<file path="src/rtl/collision_detect.sv">
`default_nettype none
// ============================================================================
// Module      : collision_detect
// Description : Per-pixel collision arbiter. Accumulates ship/bullet/asteroid
//               overlaps over a frame, emits one-cycle hit pulses at end of
//               frame, tracks a ship invulnerability window and a score.
// Revision    : 1.0 - initial release
// ============================================================================
module collision_detect #(
  parameter int WIDTH        = 640,
  parameter int HEIGHT       = 480,
  parameter int N_OBJ        = 8,
  parameter int MIN_OVERLAP  = 4,
  parameter int GRACE_FRAMES = 120
) (
  input  logic                      clk,
  input  logic                      reset,
  input  logic                      active,
  input  logic [$clog2(WIDTH)-1:0]  pxl_x,
  input  logic [$clog2(HEIGHT)-1:0] pxl_y,
  input  logic                      ship_draw,
  input  logic                      bullet_draw,
  input  logic [N_OBJ-1:0]          obj_draw,
  output logic                      ship_collision,
  output logic [N_OBJ-1:0]          obj_hit,
  output logic                      bullet_hit,
  output logic                      frame_done,
  output logic                      invulnerable,
  output logic [15:0]               score
);

  localparam int XW = $clog2(WIDTH);
  localparam int YW = $clog2(HEIGHT);
  // Overlap counter only needs to reach MIN_OVERLAP, where it saturates.
  localparam int CW = (MIN_OVERLAP > 0) ? $clog2(MIN_OVERLAP + 1) : 1;
  // Grace counter holds values 0 .. GRACE_FRAMES-1.
  localparam int GW = (GRACE_FRAMES > 1) ? $clog2(GRACE_FRAMES) : 1;

  typedef enum logic [0:0] {
    ARMED = 1'b0,
    GRACE = 1'b1
  } state_t;

  state_t            state;
  state_t            state_next;
  logic [GW-1:0]     grace_cnt;
  logic [GW-1:0]     grace_cnt_next;

  logic [CW-1:0]     ovl_cnt;
  logic [CW-1:0]     ovl_cnt_next;
  logic [N_OBJ-1:0]  obj_acc;
  logic [N_OBJ-1:0]  obj_acc_next;
  logic              bullet_acc;
  logic              bullet_acc_next;

  logic              any_obj;
  logic              end_of_frame;
  logic              ship_hit_now;
  logic [16:0]       score_sum;

  function automatic logic [16:0] popcount(input logic [N_OBJ-1:0] v);
    logic [16:0] n;
    n = 17'd0;
    for (int i = 0; i < N_OBJ; i++) begin
      n = n + 17'(v[i]);
    end
    return n;
  endfunction

  // Fold the current pixel into the frame accumulators; flag the end pixel.
  always_comb begin
    any_obj      = |obj_draw;
    ovl_cnt_next = ovl_cnt;
    if (active && ship_draw && any_obj && (ovl_cnt < CW'(MIN_OVERLAP))) begin
      ovl_cnt_next = ovl_cnt + CW'(1);
    end
    obj_acc_next    = obj_acc | (obj_draw & {N_OBJ{active & (bullet_draw | ship_draw)}});
    bullet_acc_next = bullet_acc | (active & bullet_draw & any_obj);
    end_of_frame    = active && (pxl_x == XW'(WIDTH - 1)) && (pxl_y == YW'(HEIGHT - 1));
    // A pulse still in flight means GRACE is about to be entered; do not
    // report the ship twice if end pixels arrive back to back.
    ship_hit_now    = (ovl_cnt_next >= CW'(MIN_OVERLAP)) && (state == ARMED) && !ship_collision;
    score_sum       = {1'b0, score} + popcount(obj_hit);
  end

  // Frame accumulators and end-of-frame pulse outputs.
  always_ff @(posedge clk or posedge reset) begin
    if (reset) begin
      ovl_cnt        <= '0;
      obj_acc        <= '0;
      bullet_acc     <= 1'b0;
      frame_done     <= 1'b0;
      ship_collision <= 1'b0;
      obj_hit        <= '0;
      bullet_hit     <= 1'b0;
    end else if (end_of_frame) begin
      ovl_cnt        <= '0;
      obj_acc        <= '0;
      bullet_acc     <= 1'b0;
      frame_done     <= 1'b1;
      ship_collision <= ship_hit_now;
      obj_hit        <= obj_acc_next;
      bullet_hit     <= bullet_acc_next;
    end else begin
      ovl_cnt        <= ovl_cnt_next;
      obj_acc        <= obj_acc_next;
      bullet_acc     <= bullet_acc_next;
      frame_done     <= 1'b0;
      ship_collision <= 1'b0;
      obj_hit        <= '0;
      bullet_hit     <= 1'b0;
    end
  end

  // Score accumulates the asteroid hits reported in the current pulse cycle.
  always_ff @(posedge clk or posedge reset) begin
    if (reset) begin
      score <= 16'd0;
    end else if (frame_done) begin
      score <= score_sum[16] ? 16'hFFFF : score_sum[15:0];
    end
  end

  // Invulnerability state register.
  always_ff @(posedge clk or posedge reset) begin
    if (reset) begin
      state     <= ARMED;
      grace_cnt <= '0;
    end else begin
      state     <= state_next;
      grace_cnt <= grace_cnt_next;
    end
  end

  // Next-state: enter GRACE after a ship hit, count frames down, re-arm.
  always_comb begin
    state_next     = state;
    grace_cnt_next = grace_cnt;
    case (state)
      ARMED: begin
        if (ship_collision && (GRACE_FRAMES > 0)) begin
          state_next     = GRACE;
          grace_cnt_next = GW'(GRACE_FRAMES - 1);
        end
      end
      GRACE: begin
        if (frame_done) begin
          if (grace_cnt == '0) begin
            state_next = ARMED;
          end else begin
            grace_cnt_next = grace_cnt - GW'(1);
          end
        end
      end
      default: state_next = ARMED;
    endcase
  end

  assign invulnerable = (state == GRACE);

endmodule
`default_nettype wire
</file>
<file path="config.mk">
export PLATFORM = sky130hd
export DESIGN_NAME = collision_detect
export DESIGN_NICKNAME = d
export VERILOG_FILES = /design/src/rtl/collision_detect.sv
export SDC_FILE = /design/constraint.sdc
export NUM_CORES = 1
export LEC_CHECK = 0
export CORE_MARGIN = 3
export CORE_UTILIZATION = 49
export DETAILED_ROUTE_END_ITERATION = 8
export GPL_ROUTABILITY_DRIVEN = 0
export PLACE_DENSITY = 0.88
export SLEW_MARGIN = 5
export SYNTH_ARGS = -nofsm -noshare
export SYNTH_HDL_FRONTEND = slang
export SYNTH_SLANG_ARGS = --single-unit
</file>
<file path="constraint.sdc">
create_clock -name clk -period 4.39 [get_ports clk]
set_input_delay 0.878 -clock clk [delete_from_list [all_inputs] [get_ports clk]]
set_output_delay 0.878 -clock clk [all_outputs]
set_load 0.02 [all_outputs]
</file>
==> results.txt <==
The slack of the critical path came out at 758.3 ps. The transition time at the pin with the least slew margin came out at 556.5 ps. The number of cells in the finished layout apart from fillers is 345. The post-placement cell count is 337. The first-iteration detailed-routing DRC count came out at 109.

The wire length on met3 came out at 397 um. The number of hold violations in the final report is 0. The most common flop cell mapped by yosys is sky130_fd_sc_hd__dfrtp_1.

Synthesis produced a netlist with a net count of 274. The die area is 0.005687 mm^2. The number of cells produced by synthesis is 229. The count of buffers inserted at the top-level ports is 59. The required time reported for the critical path endpoint is 4580 ps. The most prevalent standard cell on the critical path is sky130_fd_sc_hd__fa_1. The detailed-route DRC error count came out at 0.

The global router's overall resource usage is 0.1958. The quantity of gates resized following cts is 0. Across the routed clock network, the largest skew measured is 7.111 ps. The run finished with clean final reports. The total setup buffers inserted after CTS came out at 0.

The maximum level of the CTS H-tree is 2. The end-of-flow core utilization came out at 0.6850. The count of nets left with antenna violations once routing finished came out at 0.

The wire length of the first global-routing pass is 8500 um. In the layout the commonest cells are sky130_fd_sc_hd__clkdlybuf4s50_1 (59), sky130_fd_sc_hd__dfrtp_1 (47), sky130_fd_sc_hd__nor2_1 (32). The maximum clock frequency came out at 275.4 MHz.

The number of nets in the finished design is 337. The initial standard-cell utilization of the core came out at 0.5242. The number of antenna violations at the first check in global routing is 0.

The TritonCTS clock tree is built. VDD sags by at most 0.1678 mV. The path length in cells of the critical path is 11.

The worst hold path cell count came out at 2. The insertion delay to the later sink of the worst-skew pair is 300 ps. The ratio of cells with drive above 1 in the final layout is 0.06485.

Dividing the final minimum period by the clock period gives 0.8273. The number of enable flip-flop cells after synthesis came out at 0. The worst setup path is captured at a register. The final setup violation count came out at 0. Setup repair after global routing left no endpoint under its margin. The total chip power is 0.7809 mW. The share of synthesized registers carrying an async set or reset came out at 1.000.

For this run the aggregate overflow at the end of global routing stands at 0. The cell area that synthesis handed to floorplanning was 0.002361 mm^2. The slowest stage of the critical path is the sky130_fd_sc_hd__fa_1 cell. Leaving out fill and tap cells, the most frequent cell in the layout is sky130_fd_sc_hd__clkdlybuf4s50_1. The routed design could run at a clock period as short as 3632 ps. The placed cell area came out at 0.002998 mm^2. The power density relative to cell area is 253.1 mW/mm^2. The post-placement setup slack came out at 761.3 ps. The number of distinct library cells after synthesis is 45. The number of warnings issued by yosys came out at 0. The average vias per placed instance came out at 5.597.

The max-slew violation count is 0. The number of buffers inserted for hold repair after clock tree synthesis came out at 0. The via total after detailed routing is 1931. The total inserted antenna cells is 0. In the final routed layout, each cell accounts on average for 14.49 um. In this run the static leakage power is 1.364 nW. The data arrival time of the critical path came out at 3820 ps. The site row count is 24. The number of global-route vias before repair was 1877. The final sum of negative setup slack came out at 0 ps. The clock-pin slew on the worst setup and hold paths came out at 90 ps. The path category of the worst min-delay check is register to register. The delay of the slowest cell on the worst path came out at 540 ps. Entering global routing, the biggest net connects 48 pins. The post-synthesis average cell area came out at 10.31 um^2.

The post-route standard cell area excluding fillers came out at 0.003085 mm^2. From synthesis to final layout, the design area changed by 30.68%. The core region is 0.004504 mm^2. The number of buffers and inverters on the critical path is 2. Clock tree synthesis found a total of 47 sinks.

The cell sitting at the root of the clock tree is a sky130_fd_sc_hd__clkbuf_8. The wire length on met1 came out at 2131 um. The tightest hold path in the finished design has a slack of 485.9 ps. The critical path is of the register to register type. The sequential element share of the synthesized area is 0.4981. The clock tree buffer depth is 2. The met2 wirelength from detailed routing is 2451 um. The die is 75.42 um tall. The largest fanout on the critical path is 9. The clock buffer count from CTS is 5.

During I/O placement, the number of pins put on the boundary was 60. The cell depth of the worst flop-to-flop path came out at 11. The relative max-transition margin is 0.6256. In this design, the largest share of critical-path delay is due to adder cells. The register bit total from synthesis is 47.

The iteration count of the initial detailed-routing pass is 5. The horizontal extent of the die came out at 75.42 um. The number of max-cap violations is 0. The HPWL after detailed placement came out at 3821 um.

The final wirelength is 4999 um. The detailed router used layers up to and including met4. The worst setup path is launched from a register. The signal on the critical path passes through fa_1, inv_1, fa_1, fa_1, fa_1, inv_1, fa_1, a211oi_1, nor2_2, nand4_1, mux2_2.
cell usage after synthesis, drive strengths merged (3+ instances only):
library cell,n,area [um^2]
a21oi,12,60.06
a31oi,4,25.02
dfrtp,47,1176
fa,5,100.1
ha,8,100.1
inv,16,60.06
mux2,3,33.78
nand2,18,67.56
nand2b,3,18.77
nand3,12,65.06
nand4,5,31.28
nor2,33,126.4
nor4,6,43.79
o211ai,5,37.54
o21ai,9,45.04
or3,5,42.54
xnor2,5,43.79
xor2,5,43.79
worst register-to-register path, cell delays in order (launching register included):
cell and delay [ps]:
sky130_fd_sc_hd__dfrtp_1 420, sky130_fd_sc_hd__fa_1 540, sky130_fd_sc_hd__inv_1 50, sky130_fd_sc_hd__fa_1 450, sky130_fd_sc_hd__fa_1 510, sky130_fd_sc_hd__fa_1 190
sky130_fd_sc_hd__inv_1 50, sky130_fd_sc_hd__fa_1 420, sky130_fd_sc_hd__a211oi_1 300, sky130_fd_sc_hd__nor2_2 140, sky130_fd_sc_hd__nand4_1 140, sky130_fd_sc_hd__mux2_2 340
power by group:
group | total [mW] | leakage [nW] | internal [mW] | switching [mW]
Clock | 0.258 | 0.0483 | 0.112 | 0.146
Sequential | 0.453 | 0.596 | 0.446 | 0.00777
Combinational | 0.0695 | 0.719 | 0.0406 | 0.0289
Total | 0.781 | 1.36 | 0.598 | 0.182
layout make-up:
type	count	area, um^2
fillers	318	1419
flip-flops and latches	47	1176
multi-input cells	162	1099
repair buffers	60	598.1
clock buffers	5	68.82
well taps	52	65.06
inverters	16	60.06
clock inverters	3	18.77
flip-flops by register name, summed over array words and instances, names as in the netlist:
register / count
bullet_acc: 1
bullet_hit: 1
frame_done: 1
grace_cnt: 7
invulnerable: 1
obj_acc: 8
obj_hit: 8
ovl_cnt: 3
score: 16
ship_collision: 1
cell families after synthesis:
| family | synth area share |
|---|---|
| DFF | 0.4981 |
| AOI/OAI and AO/OA | 0.1171 |
| and+or+nand+nor | 0.2035 |
| muxes | 0.02279 |
| adders and majority gates | 0.08479 |
| xor gates and xnor gates | 0.03709 |
| buffers and inverters | 0.03657 |
path summary, 6_finish.rpt:
check	from	endpoint	slack, ps
max reg2reg	obj_hit[0]$_DFF_PP0_	score[12]$_DFFE_PP0P_	760
max in group asynchronous	reset	grace_cnt[3]$_DFFE_PP0P_	2980
min	obj_acc[6]$_DFF_PP0_	obj_hit[6]$_DFF_PP0_	490
max	obj_hit[0]$_DFF_PP0_	score[12]$_DFFE_PP0P_	760
min in group asynchronous	reset	score[1]$_DFFE_PP0P_	1010
min reg2reg	obj_acc[6]$_DFF_PP0_	obj_hit[6]$_DFF_PP0_	490
per-layer routing:
layer	up-vias	global-route usage
met5	-	0
met1	925	0.2556
met2	77	0.3154
met3	2	0.06860
li1	927	-
met4	0	0.04660
Note: power is estimated with default switching activity, not from simulation.
